File: src/rtl/stage3_fast_type_sel_pipe.sv
// Per-lane N-type selector with a registered valid/ready output stage and a 2-entry skid buffer.
// Define FAST_TYPE_SEL_STATS_EN to add the per-lane miss and stall counters.
module stage3_fast_type_sel_pipe #(
  parameter int unsigned NUM_CH    = 3,
  parameter int unsigned NUM_TYPES = 5,
  parameter int unsigned MSG_BITS  = 64,
  parameter int unsigned LEN_BITS  = 4,
  parameter int unsigned CTRL_W    = 3,
  parameter logic [NUM_TYPES*CTRL_W-1:0] TYPE_CODES = {3'd4, 3'd3, 3'd2, 3'd1, 3'd0},
  parameter logic [MSG_BITS-1:0] DEF_MSG = '0,
  parameter logic [LEN_BITS-1:0] DEF_LEN = '0
) (
  input  logic                                   clk,
  input  logic                                   rst,
  input  logic [NUM_CH*NUM_TYPES*MSG_BITS-1:0]   in_msg,
  input  logic [NUM_CH*NUM_TYPES*LEN_BITS-1:0]   in_len,
  input  logic [NUM_CH*CTRL_W-1:0]               in_ctrl,
  input  logic [NUM_CH-1:0]                      in_valid,
  output logic [NUM_CH-1:0]                      in_ready,
  output logic [NUM_CH*MSG_BITS-1:0]             out_msg,
  output logic [NUM_CH*LEN_BITS-1:0]             out_len,
  output logic [NUM_CH-1:0]                      out_miss,
  output logic [NUM_CH-1:0]                      out_valid,
  input  logic [NUM_CH-1:0]                      out_ready
`ifdef FAST_TYPE_SEL_STATS_EN
  ,
  output logic [NUM_CH*16-1:0]                   stat_miss_cnt,
  output logic [NUM_CH*16-1:0]                   stat_stall_cnt
`endif
);

  typedef enum logic [1:0] {EMPTY, ONE, FULL} lane_state_e;

  for (genvar c = 0; c < NUM_CH; c++) begin : g_lane
    logic [MSG_BITS-1:0] sel_msg, main_msg, skid_msg;
    logic [LEN_BITS-1:0] sel_len, main_len, skid_len;
    logic                sel_miss, main_miss, skid_miss;
    logic                main_valid, rdy, accept, drain;
    lane_state_e         state;

    // Lowest matching type index wins; the miss flag doubles as "not yet matched".
    always_comb begin
      sel_msg  = DEF_MSG;
      sel_len  = DEF_LEN;
      sel_miss = 1'b1;
      for (int unsigned t = 0; t < NUM_TYPES; t++) begin
        if (sel_miss &&
            in_ctrl[c*CTRL_W +: CTRL_W] == TYPE_CODES[t*CTRL_W +: CTRL_W]) begin
          sel_msg  = in_msg[(c*NUM_TYPES+t)*MSG_BITS +: MSG_BITS];
          sel_len  = in_len[(c*NUM_TYPES+t)*LEN_BITS +: LEN_BITS];
          sel_miss = 1'b0;
        end
      end
    end

    assign accept = in_valid[c] & rdy;
    assign drain  = main_valid & out_ready[c];

    always_ff @(posedge clk) begin
      if (rst) begin
        state      <= EMPTY;
        main_valid <= 1'b0;
        rdy        <= 1'b1;
        main_msg   <= DEF_MSG;
        main_len   <= DEF_LEN;
        main_miss  <= 1'b0;
        skid_msg   <= DEF_MSG;
        skid_len   <= DEF_LEN;
        skid_miss  <= 1'b0;
      end else begin
        case (state)
          EMPTY: if (accept) begin
            main_msg   <= sel_msg;
            main_len   <= sel_len;
            main_miss  <= sel_miss;
            main_valid <= 1'b1;
            state      <= ONE;
          end
          ONE: begin
            if (accept && drain) begin
              main_msg  <= sel_msg;
              main_len  <= sel_len;
              main_miss <= sel_miss;
            end else if (accept) begin
              skid_msg  <= sel_msg;
              skid_len  <= sel_len;
              skid_miss <= sel_miss;
              rdy       <= 1'b0;
              state     <= FULL;
            end else if (drain) begin
              main_valid <= 1'b0;
              state      <= EMPTY;
            end
          end
          FULL: if (drain) begin
            main_msg  <= skid_msg;
            main_len  <= skid_len;
            main_miss <= skid_miss;
            rdy       <= 1'b1;
            state     <= ONE;
          end
          default: begin
            state      <= EMPTY;
            main_valid <= 1'b0;
            rdy        <= 1'b1;
          end
        endcase
      end
    end

    assign in_ready[c]                       = rdy;
    assign out_valid[c]                      = main_valid;
    assign out_msg[c*MSG_BITS +: MSG_BITS]   = main_msg;
    assign out_len[c*LEN_BITS +: LEN_BITS]   = main_len;
    assign out_miss[c]                       = main_miss;

`ifdef FAST_TYPE_SEL_STATS_EN
    logic [15:0] miss_cnt, stall_cnt;

    always_ff @(posedge clk) begin
      if (rst) begin
        miss_cnt  <= '0;
        stall_cnt <= '0;
      end else begin
        if (accept && sel_miss && miss_cnt != '1)
          miss_cnt <= miss_cnt + 16'd1;
        if (main_valid && !out_ready[c] && stall_cnt != '1)
          stall_cnt <= stall_cnt + 16'd1;
      end
    end

    assign stat_miss_cnt[c*16 +: 16]  = miss_cnt;
    assign stat_stall_cnt[c*16 +: 16] = stall_cnt;
`endif
  end

endmodule
File: config.mk
export PLATFORM = sky130hd
export DESIGN_NAME = stage3_fast_type_sel_pipe
export DESIGN_NICKNAME = d
export VERILOG_FILES = /design/src/rtl/stage3_fast_type_sel_pipe.sv
export SDC_FILE = /design/constraint.sdc
export NUM_CORES = 1
export LEC_CHECK = 0
export CORE_AREA = 8 8 480 482
export CTS_CLUSTER_DIAMETER = 40
export CTS_CLUSTER_SIZE = 30
export DETAILED_ROUTE_END_ITERATION = 6
export DIE_AREA = 0 0 488 490
export PLACE_DENSITY_LB_ADDON = 0.1
export SYNTH_ARGS = -nofsm -noshare
export SYNTH_HDL_FRONTEND = slang
export SYNTH_SLANG_ARGS = --single-unit
File: constraint.sdc
create_clock -name clk -period 2.1 [get_ports clk]
set_input_delay 0.42 -clock clk [delete_from_list [all_inputs] [get_ports clk]]
set_output_delay 0.42 -clock clk [all_outputs]
set_load 0.03 [all_outputs]
After elaboration in Yosys (flattened, before gate mapping)
Index checks and enable logic that the tools add are counted.
{"block": "totals", "regBits": 426, "latch_bits": 0, "ram_bits": 0, "mem_bits_ro": 0, "in_bits": 1037, "out_inout_bits": 213, "elab_cells": 249, "n_memories": 0}
{"block": "classes", "add_sub_neg": 0, "n_mul": 0, "div": 0, "n_lt_le_gt_ge": 0, "n_eq_ne": 42, "shifts": 0, "mux": 126, "bitwise": 15, "n_reduce_logical": 39}
{"cell": "64-bit two-way mux", "n": 24}
{"cell": "64-bit case mux with 3 select lines", "n": 3}
{"cell": "4-bit two-way mux", "n": 24}
{"cell": "1-bit two-way mux", "n": 45}
{"cell": "2-bit != test (second input constant)", "n": 21}
{"cell": "4-bit case mux with 3 select lines", "n": 3}
{"cell": "4-bit AND reduction", "n": 9}
{"cell": "2-bit two-way mux", "n": 15}
{"cell": "1-bit case mux with 3 select lines", "n": 9}
{"cell": "3-bit by 2-bit equality test with 1-bit output (second input constant)", "n": 6}
{"cell": "2-bit case mux with 3 select lines", "n": 3}
{"cell": "1-bit logical AND", "n": 15}
{"cell": "5-bit AND reduction", "n": 3}
{"cell": "3-bit by 1-bit equality test with 1-bit output (second input constant)", "n": 3}
{"cell": "3-bit equality test (second input constant)", "n": 3}
{"cell": "3-bit logical NOT", "n": 3}
{"cell": "3-bit != test (second input constant)", "n": 3}
{"cell": "1-bit NOT", "n": 9}
{"cell": "3-bit AND reduction", "n": 3}
{"cell": "3-bit nonzero test", "n": 3}
{"cell": "1-bit AND", "n": 6}
{"cell": "2-bit by 1-bit equality test with 1-bit output (second input constant)", "n": 3}
{"cell": "2-bit equality test (second input constant)", "n": 3}
{"cell": "2-bit logical NOT", "n": 3}

Longest topological paths before layout
{"block": "depth", "ltp_word": 12, "ltp_mapped": 8, "depth_no_buf": 4}

Worst setup path after synthesis
OpenSTA, ideal clock, no wires.
{"block": "synth_path", "path_type": "input to register", "startpoint": "in in_ctrl[1]", "endpoint": "reg g_lane[0].main_msg[10]", "setup_time_ps": 117, "arrival_time_ps": 1729, "t_required_ps": 1983, "slack_ps": 254, "cell_stages": 5, "path_buffers": 1, "cell_sequence": "buf_1 -> mux2_2 -> a222oi_1 -> a21oi_1 -> a22o_1"}
{"block": "synth_via", "elab_chain_cells": 12, "word_cells_on_any_way": 21, "classes_between": "eq/ne: 4; mux: 12; reduce/logical: 5"}
{"element": "start, declared", "line": "17", "text": "input logic [NUM_CH*CTRL_W-1:0] in_ctrl,"}
{"element": "3-bit logical NOT", "line": "48", "text": "in_ctrl[c*CTRL_W +: CTRL_W] == TYPE_CODES[t*CTRL_W +: CTRL_W]) begin"}
{"element": "1-bit two-way mux", "line": "47", "text": "if (sel_miss &&"}
{"element": "1-bit logical AND", "line": "47"}
{"element": "1-bit two-way mux", "line": "47"}
{"element": "1-bit logical AND", "line": "47"}
{"element": "1-bit two-way mux", "line": "47"}
{"element": "1-bit logical AND", "line": "47"}
{"element": "1-bit two-way mux", "line": "47"}
{"element": "1-bit logical AND", "line": "47"}
{"element": "64-bit two-way mux (*)", "line": "47"}
{"element": "64-bit two-way mux, on equally long branches", "line": "80, 72"}
{"element": "64-bit case mux with 3 select lines (*)", "line": "71", "text": "case (state)"}
{"element": "end signal, assigned", "line": "73", "text": "main_msg <= sel_msg;"}
{"element": "end signal, assigned", "line": "81", "text": "main_msg <= sel_msg;"}
{"element": "end signal, assigned", "line": "96", "text": "main_msg <= skid_msg;"}
{"element": "end, declared", "line": "35", "text": "logic [MSG_BITS-1:0] sel_msg, main_msg, skid_msg;"}
Mark *: on every way between the ends. The rest lies on a longest branch, timed or not. The select of a mux whose other input is x is not followed.
A chain may end at the register's enable or synchronous reset.

Worst setup path in the final report
{"block": "layout_path", "startpoint": "reg g_lane[2].main_msg[4]", "endpoint": "out out_msg[132]"}
{"element": "start, declared", "line": "35"}
{"element": "start signal, assigned", "line": "73"}
{"element": "start signal, assigned", "line": "81"}
{"element": "start signal, assigned", "line": "96"}
{"element": "end, declared", "line": "20", "text": "output logic [NUM_CH*MSG_BITS-1:0] out_msg,"}
No word-level cell between the ends.

==> load_flow_metrics.sql <==
INSERT INTO impl_metrics (metric_group, metric, value, unit) VALUES
('status', 'run_status', 'finished, violations left', ''),
('status', 'failed_checks', 'design-rule violations', ''),
('sta', 'grt_setup_unrepaired', 'no', ''),
('yosys', 'synth_async_sr_flop_share', '0', '%'),
('worst_setup_path', 'reg2reg_from', 'g_lane[0].state[0]', ''),
('placement', 'gp_congestion', '0.8525', ''),
('die', 'core.rowCount', '174', ''),
('placement', 'dp_slack', '-0.6532', 'ns'),
('routing', 'wl_per_cell', '25.09', 'um'),
('yosys', 'synthMostInstantiatedCell', 'sky130_fd_sc_hd__dfxtp_1', ''),
('routing', 'wl_met2', '91320', 'um'),
('grt', 'first_global_vias', '31488', ''),
('yosys', 'yosys.area.top_type_share', '34.51', '%'),
('worst_setup_path', 'critical_path_cell_count', '1', ''),
('routing', 'initialDrtViolationCount', '1860', ''),
('clock_network', 'cts_h_tree_depth', '4', ''),
('worst_setup_path', 'crit_type', 'register to primary output', ''),
('sta', 'fin_hold_viols', '0', ''),
('min_path', 'min_from', 'in_ctrl[1]', ''),
('sta', 'final.min_clock_period', '2.006', 'ns'),
('routing', 'vias', '29862', ''),
('grt', 'grt_start_max_net_pins', '98', ''),
('power_and_ir_drop', 'p_leak', '17.96', 'nW'),
('sta', 'setup_viol', '0', ''),
('grt', 'grt_antenna_before_repair', '69', ''),
('routing', 'postRouteWirelength', '189800', 'um'),
('die', 'die_x', '488', 'um'),
('routing', 'wirelength_met1', '77750', 'um'),
('worst_setup_path', 'regToRegEndpoint', 'g_lane[0].skid_miss', ''),
('worst_setup_path', 'timing.critical_path.slowest_stage_cell', 'sky130_fd_sc_hd__dlygate4sd2_1', ''),
('placement', 'postPlaceCellArea', '43160', 'um^2'),
('clock_network', 'clk_path_buf_depth', '3', ''),
('clock_network', 'tritoncts', 'done', ''),
('sta', 'worst_slew_margin_rel', '50.05', '%'),
('sta', 'final_clock_skew', '0.03348', 'ns'),
('placement', 'buffer_ports.inserted', '1249', ''),
('final_layout', 'syn_to_final_growth', '93.69', '%'),
('power_and_ir_drop', 'design_power_total', '0.04173', 'W'),
('clock_network', 'worst_skew_pair.late_latency', '0.76', 'ns'),
('yosys', 'synthesis.yosys.warnings', '0', ''),
('clock_network', 'cts_post_setup_buffers_inserted', '0', ''),
('routing', 'routed_via_density', '3.947', ''),
('worst_setup_path', 'path_delay_family', 'buffers and inverters', ''),
('yosys', 'ys_seq_area_share', '34.51', '%'),
('yosys', 'synth_top_cells_by_count', 'sky130_fd_sc_hd__dfxtp_1 (426), sky130_fd_sc_hd__nor2_1 (421), sky130_fd_sc_hd__nand2_1 (293)', ''),
('sta', 'finalWorstSetupSlack', '0.09413', 'ns'),
('worst_setup_path', 'critical_path_required', '1.68', 'ns'),
('worst_setup_path', 'ff2ff_setup_slack', '0.26', 'ns'),
('placement', 'placedCellCount', '7303', ''),
('die', 'core_area', '223200', 'um^2'),
('die', 'start_util', '11.07', '%'),
('sta', 'setup_total_negative_slack', '0', 'ns'),
('routing', 'drt.antenna.violating_nets', '0', ''),
('yosys', 'post_synth_inst_count', '3041', ''),
('yosys', 'yosys_most_used_dff', 'sky130_fd_sc_hd__dfxtp_1', ''),
('yosys', 'yosysTopAreaCell', 'sky130_fd_sc_hd__dfxtp_1', ''),
('grt', 'grt_pass1_wl', '259900', 'um'),
('die', 'die_h', '490', 'um'),
('die', 'dieArea', '239100', 'um^2'),
('min_path', 'hold_end', 'g_lane[0].skid_miss', ''),
('yosys', 'ys_seq_elements', '426', ''),
('worst_setup_path', 'worstPathCellList', 'dlygate4sd2_1', ''),
('final_layout', 'final_cells', '7565', ''),
('job', 'count_of_maximum_capacitance_violations', '0', ''),
('routing', 'drcViolationCount', '9', ''),
('power_and_ir_drop', 'power.density', '871.8', 'nW/um^2'),
('grt', 'grt_usage', '15.10', '%'),
('worst_setup_path', 'worstPathBufferInverterCount', '1', ''),
('sta', 'max_freq', '498.5', 'MHz'),
('final_layout', 'drive_gt1_share', '18.74', '%'),
('worst_setup_path', 'cp_slowest_stage_delay', '0.48', 'ns');
cell usage in the layout (no fill, tap or decap), types with 51 or more instances in the layout:
| cell type | instances |
|---|---|
| sky130_fd_sc_hd__a211oi_1 | 72 |
| sky130_fd_sc_hd__a21oi_1 | 221 |
| sky130_fd_sc_hd__a222oi_1 | 68 |
| sky130_fd_sc_hd__a22o_1 | 68 |
| sky130_fd_sc_hd__a311oi_1 | 139 |
| sky130_fd_sc_hd__and3_1 | 136 |
| sky130_fd_sc_hd__buf_12 | 81 |
| sky130_fd_sc_hd__buf_4 | 307 |
| sky130_fd_sc_hd__clkbuf_16 | 140 |
| sky130_fd_sc_hd__clkdlybuf4s15_2 | 57 |
| sky130_fd_sc_hd__clkdlybuf4s50_1 | 1030 |
| sky130_fd_sc_hd__dfxtp_1 | 420 |
| sky130_fd_sc_hd__dlygate4sd2_1 | 100 |
| sky130_fd_sc_hd__mux2_1 | 51 |
| sky130_fd_sc_hd__mux2_2 | 85 |
| sky130_fd_sc_hd__mux2i_1 | 138 |
| sky130_fd_sc_hd__nand2_1 | 293 |
| sky130_fd_sc_hd__nand2b_1 | 68 |
| sky130_fd_sc_hd__nor2_1 | 416 |
| sky130_fd_sc_hd__o211ai_1 | 266 |
| sky130_fd_sc_hd__o22ai_1 | 137 |
| sky130_fd_sc_hd__or2_2 | 65 |
cell type report:
type                       instances  area (um^2)
sequential                       426         8536
antenna                           17        42.54
clock buffer                     191         4005
fill                           24771       175300
inverter                           4        15.01
timing repair buffer            1601        16010
clock inverter                    53        693.2
multi-input combinational       2281        14820
tap                             2992         3744
kinds of logic after synthesis:
kind of cell           share of synthesized area, %
muxes                                         11.79
buffers and inverters                         6.061
and+or+nand+nor                               18.48
DFF                                           34.51
AOI/OAI and AO/OA                             29.16
layer usage:
layer | track usage, % | up-vias
met2 | 26.17 | 1197
met3 | 5.978 | 227
li1 | - | 14314
met5 | 0 | -
met1 | 17.57 | 14072
met4 | 3.073 | 52
report_power, final:
| group | total (W) | internal [W] | switching (W) |
|---|---|---|---|
| clock network | 0.0208 | 0.0145 | 0.00633 |
| logic | 0.0112 | 0.00504 | 0.00613 |
| registers | 0.00973 | 0.00907 | 0.000659 |
per-stage QoR:
stage / hold WS [ns] / utilization (%)
after global routing: 0.2029 / 21.43
final: 0.2454 / 21.45
after detailed placement: 0.4451 / 19.34
after CTS: 0.1642 / 21.43
after global placement: 0.4429 / 19.34
after floorplan: 0.4322 / -
worst max-delay path by stage:
stage / start / end / slack [ns]
after detailed placement: in_len[9] / g_lane[0].main_len[1] / -0.65
after global placement: in_len[9] / g_lane[0].main_len[1] / -0.63
final: g_lane[2].main_msg[4] / out_msg[132] / 0.09
after global routing: g_lane[2].main_msg[4] / out_msg[132] / 0.001
after floorplan: in_ctrl[1] / g_lane[0].main_msg[10] / 0.25
after CTS: g_lane[2].main_msg[7] / out_msg[135] / 0.0008
registers in the layout, indices dropped and copies added (netlist names):
signal             cells
g_lane.rdy             3
g_lane.main_msg      192
g_lane.skid_msg      192
g_lane.skid_len       12
g_lane.state           6
g_lane.main_miss       3
g_lane.main_len       12
g_lane.skid_miss       3
g_lane.main_valid      3
repair_timing:
item	in CTS	in global routing
hold buffers	1	0
setup endpoints to repair	178	0
hold endpoints to repair	9	0
resized for setup	319	0
(Power assumes the default switching activity.)
